$ cat src/rtl/ram_scan_reader_pkg.sv
// Shared definitions for the RAM scan reader: FSM state encoding and default geometry.
package ram_scan_reader_pkg;

  typedef enum logic [1:0] {
    ST_IDLE    = 2'd0,
    ST_WAIT    = 2'd1,
    ST_PRESENT = 2'd2,
    ST_DONE    = 2'd3
  } state_t;

  localparam int DEF_ADDR_W       = 5;
  localparam int DEF_DATA_W       = 8;
  localparam int DEF_READ_LATENCY = 1;
  localparam int RAM_DEPTH        = 1 << DEF_ADDR_W;

endpackage

$ cat src/rtl/ram_scan_addr_ctr.sv
// Loadable wrapping address counter that drives the RAM read address during a scan.
module ram_scan_addr_ctr #(
  parameter int ADDR_W = 5
) (
  input  logic              clock,
  input  logic              resetn,
  input  logic              load,
  input  logic [ADDR_W-1:0] load_addr,
  input  logic              inc,
  input  logic [ADDR_W-1:0] last_addr,
  output logic [ADDR_W-1:0] addr,
  output logic              at_last
);

  logic [ADDR_W-1:0] addr_q, addr_d;

  // Incrementing past the top address wraps to 0 by natural overflow.
  always_comb begin
    addr_d = addr_q;
    if (load) begin
      addr_d = load_addr;
    end else if (inc) begin
      addr_d = addr_q + ADDR_W'(1);
    end
  end

  always_ff @(posedge clock or negedge resetn) begin
    if (!resetn) begin
      addr_q <= '0;
    end else begin
      addr_q <= addr_d;
    end
  end

  assign addr    = addr_q;
  assign at_last = (addr_q == last_addr);

endmodule

$ cat src/rtl/ram_scan_reader.sv
// Sequential read-back engine for the lab LPM RAM with a valid/ready word output.
// Define RAM_SCAN_READER_CHECKSUM_EN to build the running checksum; otherwise it reads 0.
module ram_scan_reader
  import ram_scan_reader_pkg::*;
#(
  parameter int ADDR_W       = DEF_ADDR_W,
  parameter int DATA_W       = DEF_DATA_W,
  parameter int READ_LATENCY = DEF_READ_LATENCY
) (
  input  logic              clock,
  input  logic              resetn,
  input  logic              start,
  input  logic [ADDR_W-1:0] first_addr,
  input  logic [ADDR_W-1:0] last_addr,
  output logic [ADDR_W-1:0] ram_addr,
  input  logic [DATA_W-1:0] ram_q,
  output logic [DATA_W-1:0] out_data,
  output logic [ADDR_W-1:0] out_addr,
  output logic              out_valid,
  input  logic              out_ready,
  output logic              busy,
  output logic              done,
  output logic [DATA_W-1:0] checksum
);

  localparam int CNT_W = $clog2(READ_LATENCY + 2);
  localparam logic [CNT_W-1:0] CNT_LAST = CNT_W'(READ_LATENCY);

  state_t            state_q, state_d;
  logic [CNT_W-1:0]  cnt_q, cnt_d;
  logic [ADDR_W-1:0] last_q, last_d;
  logic [DATA_W-1:0] out_data_q, out_data_d;
  logic [ADDR_W-1:0] out_addr_q, out_addr_d;
  logic              out_valid_q, out_valid_d;
  logic              ctr_load, ctr_inc, at_last;

  ram_scan_addr_ctr #(.ADDR_W(ADDR_W)) u_addr_ctr (
    .clock     (clock),
    .resetn    (resetn),
    .load      (ctr_load),
    .load_addr (first_addr),
    .inc       (ctr_inc),
    .last_addr (last_q),
    .addr      (ram_addr),
    .at_last   (at_last)
  );

  // WAIT spends READ_LATENCY+1 edges so ram_q has settled for the held address.
  always_comb begin
    state_d     = state_q;
    cnt_d       = cnt_q;
    last_d      = last_q;
    out_data_d  = out_data_q;
    out_addr_d  = out_addr_q;
    out_valid_d = out_valid_q;
    ctr_load    = 1'b0;
    ctr_inc     = 1'b0;
    case (state_q)
      ST_IDLE: begin
        if (start) begin
          last_d   = last_addr;
          ctr_load = 1'b1;
          cnt_d    = '0;
          state_d  = ST_WAIT;
        end
      end
      ST_WAIT: begin
        if (cnt_q == CNT_LAST) begin
          out_data_d  = ram_q;
          out_addr_d  = ram_addr;
          out_valid_d = 1'b1;
          state_d     = ST_PRESENT;
        end else begin
          cnt_d = cnt_q + CNT_W'(1);
        end
      end
      ST_PRESENT: begin
        if (out_ready) begin
          out_valid_d = 1'b0;
          if (at_last) begin
            state_d = ST_DONE;
          end else begin
            ctr_inc = 1'b1;
            cnt_d   = '0;
            state_d = ST_WAIT;
          end
        end
      end
      ST_DONE: begin
        state_d = ST_IDLE;
      end
      default: begin
        state_d = ST_IDLE;
      end
    endcase
  end

  always_ff @(posedge clock or negedge resetn) begin
    if (!resetn) begin
      state_q     <= ST_IDLE;
      cnt_q       <= '0;
      last_q      <= '0;
      out_data_q  <= '0;
      out_addr_q  <= '0;
      out_valid_q <= 1'b0;
    end else begin
      state_q     <= state_d;
      cnt_q       <= cnt_d;
      last_q      <= last_d;
      out_data_q  <= out_data_d;
      out_addr_q  <= out_addr_d;
      out_valid_q <= out_valid_d;
    end
  end

`ifdef RAM_SCAN_READER_CHECKSUM_EN
  logic [DATA_W-1:0] checksum_q, checksum_d;

  // Sum wraps at DATA_W bits; the presented word is added on its handshake.
  always_comb begin
    checksum_d = checksum_q;
    if (state_q == ST_IDLE && start) begin
      checksum_d = '0;
    end else if (state_q == ST_PRESENT && out_ready) begin
      checksum_d = checksum_q + out_data_q;
    end
  end

  always_ff @(posedge clock or negedge resetn) begin
    if (!resetn) begin
      checksum_q <= '0;
    end else begin
      checksum_q <= checksum_d;
    end
  end

  assign checksum = checksum_q;
`else
  assign checksum = '0;
`endif

  assign out_data  = out_data_q;
  assign out_addr  = out_addr_q;
  assign out_valid = out_valid_q;
  assign busy      = (state_q != ST_IDLE);
  assign done      = (state_q == ST_DONE);

endmodule

$ cat config.mk
export PLATFORM = sky130hd
export DESIGN_NAME = ram_scan_reader
export DESIGN_NICKNAME = d
export VERILOG_FILES = /design/src/rtl/ram_scan_reader_pkg.sv /design/src/rtl/ram_scan_addr_ctr.sv /design/src/rtl/ram_scan_reader.sv
export SDC_FILE = /design/constraint.sdc
export NUM_CORES = 1
export LEC_CHECK = 0
export BUFFER_PORTS_ARGS = -buffer_cell sky130_fd_sc_hd__buf_4
export CAP_MARGIN = 10
export CORE_UTILIZATION = 52
export DETAILED_ROUTE_END_ITERATION = 8
export MAX_ROUTING_LAYER = met4
export PLACE_DENSITY = 0.86
export REMOVE_ABC_BUFFERS = 1
export SYNTH_ARGS = -nofsm -noshare
export SYNTH_HDL_FRONTEND = slang
export SYNTH_HIERARCHICAL = 1
export SYNTH_SLANG_ARGS = --single-unit
$ cat constraint.sdc
create_clock -name clock -period 3.5 [get_ports clock]
set_clock_uncertainty 0.15 [all_clocks]
set_input_delay 0.175 -clock clock [delete_from_list [all_inputs] [get_ports clock]]
set_output_delay 0.175 -clock clock [all_outputs]
set_load 0.01 [all_outputs]
==> impl_metrics.py, run 1 <==
metrics = {
    "status": {
        "status": "finished, final reports clean",
    },
    "global_routing": {
        "grt_pass1_vias": 1047,
        "grt-ovfl-total": 0,
        "grt_usage_pct": 24.9,
        "grt_pass1_wl_um": 4790,
        "grt_antenna_before_repair": 0,
        "grt_max_degree": 29,
    },
    "setup_path": {
        "cp_num_buf_inv": 0,
        "r2r_slack_ns": 1.31,
        "path_max_fanout": 6,
        "cp_top_family": "simple AND/OR/NAND/NOR gates",
        "cp.required_ns": 3.60,
        "end_kind": "flop",
        "crit_path_start_kind": "flop",
        "rr_endpoint": "u_addr_ctr/addr[3]",
        "worst-setup-path-type": "reg -> reg",
        "reg2regPathDepth": 6,
        "crit_slowest_cell": "nor3b_1",
        "rr_startpoint": "u_addr_ctr/addr[0]",
        "critPathArrivalTime_ns": 2.28,
        "cp_slowest_stage_delay_ns": 0.55,
        "cp_cell_sequence": "xor2_1, nor3_1, nor3b_1, nand4_1, xnor2_1, mux2_2",
    },
    "synth": {
        "synthAdderAreaFrac_pct": 1.77,
        "ys_ff_latch": 28,
        "synth_cells": 109,
        "netlist_top_cells_area": "dfrtp_1, mux2_4, buf_4, mux2_2, xnor2_1",
        "ys_seq_area_share_pct": 49.7,
        "yosysTopAreaCell": "dfrtp_1",
        "syn_area_per_cell_um2": 12.9,
        "synth_edf_count": 0,
        "yosys.area_share.simple_pct": 10.8,
        "synth_cell_type_count": 31,
        "syn_area_mm2": 0.00141,
        "synth_top_family_by_area": "multiplexers",
        "synth_top_area_share_pct": 49.7,
        "synth_compound_area_share_pct": 4.97,
        "async_flop_share_pct": 100,
        "ys.flop_type": "dfrtp_1",
        "yosysWarnings": 6,
        "synth_xor_area_share_pct": 6.21,
        "muxShareOfSynthArea_pct": 19.6,
    },
    "timing": {
        "finalCritPeriodShare_pct": 62.5,
        "rsz0062_at_grt": "no",
        "slew_headroom_pct": 57.6,
        "worst_pin_slew_ns": 0.634,
        "finalMaxSlewViolations": 0,
        "period_minus_slack_ns": 2.19,
        "fmax_mhz": 457,
        "report.final.setup_viol": 0,
        "hold_viol": 0,
        "fin_setup_tns_ns": 0,
    },
    "power": {
        "clkPwrFrac_pct": 10.1,
        "total_power_mw": 1.63,
        "p_per_area_mw_per_mm2": 843,
        "leakagePower_nw": 0.940,
        "vdd_drop_max_v": 0.000621,
        "swShare_pct": 36.3,
        "combPwrFrac_pct": 50.3,
        "switchingPower_mw": 0.591,
        "pwr-share-seq_pct": 39.7,
        "intPower_mw": 1.04,
    },
    "worst_hold_path": {
        "holdPathEnd": "out_valid",
        "hp-start": "out_ready",
        "whs_path_depth": 4,
        "min_path_type": "in -> reg",
    },
    "floorplan": {
        "fp.dieW_um": 54.1,
        "placementRows": 18,
        "design.die.area_mm2": 0.00292,
        "fp.dieH_um": 54.1,
        "num_io_pins": 51,
        "core_mm2": 0.00252,
        "start_util_pct": 55.9,
    },
    "final_layout": {
        "layout-drive-gt1-share_pct": 41.2,
        "fillers": 161,
        "final_cell_count_no_fill": 200,
        "n_antenna_cell": 0,
        "syn_to_final_growth_pct": 36.8,
        "nets": 195,
    },
    "clock_tree": {
        "clkLatencyLatePin_ns": 0.34,
        "cts_buffer_depth": 2,
        "cts_buffers": 3,
        "cts_resized": 0,
        "clkTransAtPathRegs_ns": 0.16,
        "cts_tree": "built",
        "cts-root-buf": "clkbuf_4",
        "h-tree-depth": 1,
        "clock_sinks": 28,
    },
    "detailed_routing": {
        "drt-total-wl_um": 3100,
        "first_iter_violations": 5,
        "drt_pass1_iterations": 4,
        "antenna_left": 0,
        "num_vias": 1007,
        "wl_per_cell_um": 15.5,
        "vias_per_cell": 5.04,
        "drc": 0,
    },
    "placement": {
        "port-buffer-count": 42,
        "gp_congestion": 0.859,
        "dp.final_hpwl_um": 2000,
        "placed_cells": 177,
    },
    "flow_run": {
        "max-cap-violations": 0,
    },
}
-- registers in the layout, summed over array words and instances (netlist names) --
register,count
out_data,8
cnt_q,2
out_valid,1
u_addr_ctr/addr,5
state_q,2
out_addr,5
last_q,5
-- cell families (layout without fill, tap and decap cells) --
logic type	Yosys count	in the layout
fa+ha+maj	2	2
buf+inv	13	67
simple gates	23	23
xor+xnor	10	10
other cells	1	8
mux	20	20
compound gates	12	12
flops	28	28
-- worst max-delay path by stage --
| stage | to | slack (ns) | cells past startpoint | from |
|---|---|---|---|---|
| after floorplan | u_addr_ctr/addr[3] | 1.46 | 7 | u_addr_ctr/addr[3] |
| after global placement | u_addr_ctr/addr[3] | 1.44 | 6 | u_addr_ctr/addr[0] |
| after detailed placement | u_addr_ctr/addr[3] | 1.35 | 6 | u_addr_ctr/addr[0] |
| after CTS | u_addr_ctr/addr[3] | 1.32 | 6 | u_addr_ctr/addr[0] |
| after global routing | u_addr_ctr/addr[3] | 1.17 | 6 | u_addr_ctr/addr[0] |
| final | u_addr_ctr/addr[3] | 1.31 | 6 | u_addr_ctr/addr[0] |
-- metal layers --
| layer | routed length [µm] | up-vias | track usage [%] |
|---|---|---|---|
| li1 | - | 474 | - |
| met1 | 1210 | 490 | 27.2 |
| met2 | 1700 | 38 | 44.4 |
| met3 | 145 | 5 | 5.08 |
| met4 | 37 | 0 | 8.55 |
| met5 | 0 | - | - |
-- metrics by stage --
step | utilization, % | hold WS [ns] | worst slack [ns] | instance area, µm²
final | 76.5 | 0.0616 | 1.31 | 1930
after global routing | 76.5 | 0.0849 | 1.17 | 1930
after CTS | 76.5 | 0.0509 | 1.32 | 1930
after detailed placement | 67.5 | -0.0397 | 1.35 | 1700
after global placement | 67.5 | -0.0454 | 1.44 | 1700
after floorplan | - | -0.271 | 1.46 | 1350
-- cells in the final DEF, fill, tap and decap left out, types with 3 or more instances in the layout --
cell            n
xor2_1          4
xnor2_1         6
o21ai_0         6
mux2_2          5
dfrtp_1        28
nand2_1         6
mux2_4         14
clkbuf_4        3
conb_1          8
buf_4          42
dlygate4sd3_1  19
-- worst min-delay path, delay by kind of cell --
| kind | cells | cell delay, ns |
|---|---|---|
| buffers and inverters | 1 | 0.09 |
| and+or+nand+nor | 2 | 0.11 |
| AOI/OAI and AO/OA | 1 | 0.14 |
-- power by group through the flow --
stage	logic, mW	clock network (mW)	registers [mW]
2_1_floorplan	0.460	0	0.667
3_3_place_gp	0.757	0	0.633
3_5_place_dp	0.794	0	0.649
4_1_cts	0.814	0.162	0.642
5_1_grt	0.890	0.178	0.665
6_report	0.818	0.164	0.645
-- synthesized netlist by cell type (4+ instances only) --
cell type / number
dfrtp_1: 28
xor2_1: 4
mux2_2: 5
buf_4: 8
o21ai_0: 6
mux2_4: 14
nand2_1: 6
xnor2_1: 6
-- repair_timing --
action | CTS | global route
hold endpoints to repair | 46 | 0
setup endpoints to repair | 0 | 0
hold buffers | 19 | 0
setup buffers | 0 | 0
-- area by class of cell --
type / instances / area, µm² / area share [%]
Clock buffer: 4 / 36.3 / 1.88
Multi-Input combinational cell: 75 / 642 / 33.3
Tap cell: 30 / 37.5 / 1.95
Timing Repair Buffer: 61 / 505 / 26.2
Inverter: 2 / 7.51 / 0.389
Sequential cell: 28 / 701 / 36.3
Note: power is estimated with default switching activity, not from simulation.
==> inputs of run 2 (changes only) <==
ABC_AREA = 1   (was default)
CORE_UTILIZATION = 49   (was 52)
PLACE_DENSITY = 0.82   (was 0.86)
clock period = 2.2 ns   (was 3.5 ns; I/O delays follow)
==> run 2 against run 1 <==
Effect of this change:
- register-to-register slack lost 1.1 ns
- utilization shrank 3.5 points
- maximum frequency increased by 8.9%
- sequential share of layout area down 1.2 points
- sequential power increased by 49%
- global-route usage shrank 1.9 points
- via count increased by 32%
- critical path depth unchanged
- synthesized cell count is 62% higher
- setup slack worse by 1.1 ns
- critical path type unchanged
- largest cell class unchanged
==> impl_metrics.py, run 2 <==
metrics = {
    "status": {
        "status": "finished, final reports clean",
    },
    "synth": {
        "yosysTopAreaCell": "dfrtp_1",
        "ys_ff_latch": 28,
        "netlist_top_cells_area": "dfrtp_1, nand2_1, nand3_1, buf_4, inv_1",
        "syn_area_mm2": 0.00141,
        "synth_top_cells_by_count": "nand2_1, dfrtp_1, nand3_1",
        "synth_cell_type_count": 20,
        "ys_seq_area_share_pct": 49.6,
        "synth_most_common_cell": "nand2_1",
        "synth_edf_count": 0,
        "synth_top_area_share_pct": 49.6,
        "ys.flop_type": "dfrtp_1",
        "syn_area_per_cell_um2": 7.99,
        "async_flop_share_pct": 100,
        "yosysWarnings": 6,
        "synth_cells": 177,
    },
    "power": {
        "p_per_area_mw_per_mm2": 1270,
        "leakagePower_nw": 1.09,
        "vdd_drop_max_v": 0.00118,
    },
    "placement": {
        "port-buffer-count": 42,
        "placed_cells": 247,
        "dp.final_hpwl_um": 2140,
        "gp_congestion": 0.854,
        "dpl_cell_area_mm2": 0.00172,
        "place_ws_ns": 0.426,
    },
    "clock_tree": {
        "clock_sinks": 28,
        "clkTransAtPathRegs_ns": 0.16,
        "cts-root-buf": "clkbuf_4",
        "cts_buffers": 3,
        "cts_buffer_depth": 2,
        "cts_tree": "built",
        "clkLatencyLatePin_ns": 0.33,
        "cts_resized": 0,
        "cts_setup_buffers": 0,
        "h-tree-depth": 1,
    },
    "timing": {
        "rsz0062_at_grt": "no",
        "hold_viol": 0,
        "finalMaxSlewViolations": 0,
        "hold_slack_ns": 0.0151,
        "report.final.setup_viol": 0,
        "fmax_mhz": 497,
        "period_minus_slack_ns": 2.01,
        "finalCritPeriodShare_pct": 91.4,
        "fin_ws_ns": 0.190,
        "fin_setup_tns_ns": 0,
    },
    "setup_path": {
        "end_kind": "flop",
        "crit_path_start_kind": "flop",
        "cp.required_ns": 2.34,
        "rr_endpoint": "last_q[2]",
        "r2r_slack_ns": 0.19,
        "path_max_fanout": 12,
        "critPathArrivalTime_ns": 2.15,
        "reg2regPathDepth": 6,
        "worst-setup-path-type": "reg -> reg",
        "rr_startpoint": "state_q[1]",
    },
    "floorplan": {
        "fp.dieH_um": 55.7,
        "core_mm2": 0.00273,
        "fp.dieW_um": 55.7,
        "start_util_pct": 51.7,
        "num_io_pins": 51,
        "placementRows": 19,
        "design.die.area_mm2": 0.00310,
    },
    "final_layout": {
        "n_antenna_cell": 0,
        "final_cell_count_no_fill": 273,
        "final_cell_mix": "nand2_1, buf_4, dfrtp_1, nand3_1, dlygate4sd3_1",
        "final_common_cell": "nand2_1",
        "nets": 267,
        "fin_area_mm2": 0.00199,
        "largest_reg_flops": 8,
        "fillers": 222,
        "layout-drive-gt1-share_pct": 21.5,
        "syn_to_final_growth_pct": 41.1,
    },
    "worst_hold_path": {
        "hp-start": "start",
        "holdPathEnd": "last_q[4]",
        "min_path_type": "in -> reg",
        "whs_path_depth": 4,
    },
    "detailed_routing": {
        "first_iter_violations": 72,
        "wl_per_cell_um": 11.7,
        "drc": 0,
        "vias_per_cell": 4.86,
        "drt-total-wl_um": 3190,
        "num_vias": 1328,
        "drt_pass1_iterations": 4,
        "antenna_left": 0,
    },
    "global_routing": {
        "grt_antenna_before_repair": 0,
        "grt_pass1_wl_um": 5510,
        "grt_max_degree": 29,
        "grt_pass1_vias": 1278,
        "grt_usage_pct": 23.0,
        "grt-ovfl-total": 0,
    },
    "flow_run": {
        "max-cap-violations": 0,
    },
}
run 2: worst max-delay path by stage:
stage,from,endpoint,depth (start not counted)
after floorplan,state_q[1],u_addr_ctr/addr[0],6
after detailed placement,state_q[1],u_addr_ctr/addr[2],6
after global placement,u_addr_ctr/addr[2],u_addr_ctr/addr[2],7
final,state_q[1],last_q[2],6
after global routing,state_q[0],last_q[2],6
after CTS,state_q[1],last_q[2],6
run 2: logic make-up (layout without fill, tap and decap cells):
group                      Yosys count  in the layout  share of synthesized area, %
AOI/OAI and AO/OA                    8              8                          3.81
xor gates and xnor gates             4              4                          2.48
adders and majority gates            2              2                          1.77
buffers and inverters               27             85                          10.2
DFF                                 28             28                          49.6
other                                1              8                         0.265
and+or+nand+nor                    107            107                          31.9
run 2: critical path, stage by stage, from the launching register on:
cell           delay, ns
dfrtp_1             0.47
nor2_1              0.18
nand2_1             0.17
inv_1               0.31
nand2_1             0.08
nand2_1             0.06
dlygate4sd3_1       0.53
run 2: per-stage QoR:
stage,power [mW],utilization [%]
6_report,2.54,73.0
5_1_grt,2.77,73.0
4_1_cts,2.54,73.0
3_5_place_dp,2.15,63.0
3_3_place_gp,2.11,63.0
2_1_floorplan,1.64,-
run 2: timing repair:
action | in CTS | in global routing
hold buffers | 22 | 0
endpoints found under the hold margin | 49 | 0
setup endpoints to repair | 0 | 0
run 2: layout make-up:
type / instances / area [µm²] / area share [%]
timing repair buffer: 66 / 551 / 27.6
clock inverter: 1 / 30.0 / 1.51
inverter: 15 / 56.3 / 2.82
multi-input combinational: 129 / 596 / 29.9
tap: 31 / 38.8 / 1.94
sequential: 28 / 701 / 35.1
clock buffer: 3 / 22.5 / 1.13
run 2: per-layer routing:
| metal | routed length [µm] | share of wire, % | GRT usage [%] |
|---|---|---|---|
| met4 | 30 | 0.94 | 6.43 |
| met2 | 1600 | 50 | 39.9 |
| met1 | 1360 | 43 | 28.0 |
| met5 | 0 | 0 | - |
| met3 | 201 | 6.3 | 3.49 |
run 2: power breakdown:
part	total (mW)	switching (mW)	internal, mW
combinational	1.24	0.660	0.577
clock	0.336	0.152	0.184
sequential	0.964	0.217	0.747
total	2.54	1.03	1.51
==> inputs of run 3 (changes only) <==
SYNTH_HIERARCHICAL = default   (was 1)
==> run 3 against run 2 <==
Effect of this change:
- count of clock-buffer cells in the layout stayed put
- via count down 8.1%
- utilization is 1.9 points lower
- non-clock buffer count fell by 5
- cell count shrank 7.7%
- die area increased by 0.43%
- cell area fell by 1.7%
- sequential share of layout area up 0.61 points
- maximum frequency grew 24%
- setup slack better by 0.39 ns
- critical endpoint is now cnt_q[0]
- largest cell class unchanged
- largest power group unchanged
- highest routed layer unchanged
==> impl_metrics.py, run 3 <==
metrics = {
    "clock_tree": {
        "h-tree-depth": 1,
        "cts_resized": 0,
        "cts_setup_buffers": 0,
        "cts_buffer_depth": 2,
        "cts-root-buf": "clkbuf_4",
        "cts_buffers": 3,
        "clkLatencyLatePin_ns": 0.32,
        "clock_sinks": 28,
        "cts_tree": "built",
        "clkTransAtPathRegs_ns": 0.14,
    },
    "placement": {
        "dp.final_hpwl_um": 2070,
        "gp_congestion": 0.752,
        "port-buffer-count": 42,
    },
    "timing": {
        "finalMaxSlewViolations": 0,
        "fmax_mhz": 618,
        "report.final.setup_viol": 0,
        "rsz0062_at_grt": "no",
        "finalCritPeriodShare_pct": 73.6,
        "fin_setup_tns_ns": 0,
        "period_minus_slack_ns": 1.62,
        "hold_viol": 0,
    },
    "setup_path": {
        "cp.depth": 7,
        "reg2regPathDepth": 7,
        "rr_endpoint": "cnt_q[0]",
        "cp_cell_sequence": "ha_1, nand2_4, nand2_1, nor2_2, nand2_1, nand2_1, nand2_1",
        "crit_slowest_cell": "dfrtp_1",
        "cp.required_ns": 2.29,
        "crit_path_start_kind": "flop",
        "critPathArrivalTime_ns": 1.70,
        "crit_top_cell": "nand2_1",
        "worst-setup-path-type": "reg -> reg",
        "path_max_fanout": 18,
        "r2r_slack_ns": 0.58,
        "end_kind": "flop",
        "rr_startpoint": "cnt_q[0]",
        "cp_slowest_stage_delay_ns": 0.44,
        "cp_top_family": "simple AND/OR/NAND/NOR gates",
        "cp_num_buf_inv": 0,
    },
    "synth": {
        "async_flop_share_pct": 100,
        "yosysWarnings": 0,
        "syn_area_per_cell_um2": 8.93,
        "ys_ff_latch": 28,
        "syn_area_mm2": 0.00142,
        "yosysTopAreaCell": "dfrtp_1",
        "netlist_top_cells_area": "dfrtp_1, nand2_1, mux2_2, buf_4, o21ai_0",
        "synth_edf_count": 0,
        "ys.flop_type": "dfrtp_1",
        "ys_seq_area_share_pct": 49.3,
        "synth_top_cells_by_count": "nand2_1, dfrtp_1, inv_1",
        "synth_cell_type_count": 22,
        "synth_most_common_cell": "nand2_1",
        "synth_top_area_share_pct": 49.3,
        "synth_cells": 159,
    },
    "global_routing": {
        "grt_usage_pct": 21.1,
        "grt-ovfl-total": 0,
        "grt_use_met2_pct": 36.0,
        "grt_max_degree": 29,
        "met3_usage_pct": 3.72,
        "grt_pass1_vias": 1165,
        "grt_use_met1_pct": 26.1,
        "grt_antenna_before_repair": 0,
        "grt_pass1_wl_um": 5100,
        "grt_busiest_layer": "met2",
    },
    "floorplan": {
        "core_mm2": 0.00276,
        "start_util_pct": 51.5,
        "fp.dieW_um": 55.8,
        "placementRows": 19,
        "fp.dieH_um": 55.8,
        "design.die.area_mm2": 0.00312,
        "num_io_pins": 51,
    },
    "detailed_routing": {
        "drt-total-wl_um": 2980,
        "num_vias": 1220,
        "drt_pass1_iterations": 4,
        "antenna_left": 0,
        "drc": 0,
        "wl_per_cell_um": 11.8,
        "vias_per_cell": 4.84,
        "first_iter_violations": 29,
    },
    "final_layout": {
        "layout-drive-gt1-share_pct": 29.4,
        "final_core_util_pct": 71.1,
        "final_common_cell": "nand2_1",
        "final_cell_mix": "nand2_1, buf_4, dfrtp_1, dlygate4sd3_1, inv_1",
        "n_antenna_cell": 0,
        "syn_to_final_growth_pct": 38.1,
        "largest_reg_flops": 8,
        "nets": 246,
    },
    "power": {
        "combPwrFrac_pct": 48.9,
        "vdd_drop_max_v": 0.000825,
        "intPower_mw": 1.55,
        "swShare_pct": 38.6,
        "clkPwrFrac_pct": 13.1,
        "p_per_area_mw_per_mm2": 1280,
        "total_power_mw": 2.52,
        "leakagePower_nw": 1.04,
        "pwr-share-seq_pct": 38.0,
        "switchingPower_mw": 0.971,
    },
    "worst_hold_path": {
        "min_path_type": "in -> reg",
        "hp-start": "start",
        "whs_path_depth": 4,
        "holdPathEnd": "last_q[0]",
    },
    "flow_run": {
        "max-cap-violations": 0,
    },
    "status": {
        "status": "finished, final reports clean",
    },
}
run 3: kinds of logic (layout without fill, tap and decap cells):
group                      Yosys count  in the layout  synth area share [%]
muxes                               10             10                  8.72
buffers and inverters               25             80                  9.78
other                                1              8                 0.264
AOI/OAI and AO/OA                   14             14                  5.11
xor gates and xnor gates             4              4                  2.47
adders and majority gates            2              2                  1.76
DFF                                 28             28                  49.3
and+or+nand+nor                     75             75                  22.6
run 3: power groups by stage:
| stage | sequential (mW) | combinational [mW] | clock [mW] |
|---|---|---|---|
| after floorplan | 1.00 | 0.685 | 0 |
| after global placement | 0.953 | 1.15 | 0 |
| after detailed placement | 0.966 | 1.20 | 0 |
| after CTS | 0.957 | 1.23 | 0.337 |
| after global routing | 0.995 | 1.38 | 0.355 |
| final | 0.957 | 1.23 | 0.330 |
run 3: area by class of cell:
cell class              count  area, µm²
clock buffers               3       22.5
clock inverters             1       30.0
fillers                   215        797
inverters                  15       56.3
multi-input cells         113        607
flip-flops and latches     28        701
well taps                  31       38.8
repair buffers             61        505
run 3: what timing repair did:
item	CTS	global route
hold endpoints to repair	46	0
setup endpoints to repair	0	0
hold buffers	19	0
run 3: how the worst max path moves through the flow:
stage / slack, ns / startpoint / endpoint
after floorplan: 0.77 / cnt_q[0] / cnt_q[0]
after global placement: 0.71 / cnt_q[0] / cnt_q[0]
after detailed placement: 0.58 / cnt_q[0] / cnt_q[0]
after CTS: 0.57 / cnt_q[0] / cnt_q[0]
after global routing: 0.44 / cnt_q[0] / cnt_q[1]
final: 0.58 / cnt_q[0] / cnt_q[0]
run 3: tightest hold or removal path: stages:
cell and delay, ns:
buf_4 0.09, nand2_2 0.13, nand2_1 0.09, nand2_1 0.05
run 3: routing by layer:
metal / share of wire, % / up-vias
met2: 49 / 57
met4: 0.81 / 0
li1: - / 610
met5: 0 / -
met3: 6.3 / 4
met1: 44 / 549
run 3: stage by stage:
| stage | cell area [µm²] | worst slack, ns | hold WS [ns] | std cells |
|---|---|---|---|---|
| finish | 1960 | 0.581 | 0.0200 | 252 |
| global route | 1960 | 0.443 | 0.0375 | 252 |
| CTS | 1960 | 0.568 | 0.0186 | 252 |
| detailed placement | 1720 | 0.581 | -0.105 | 229 |
| global placement | 1720 | 0.711 | -0.114 | 229 |
| floorplan | 1360 | 0.775 | -0.336 | 156 |
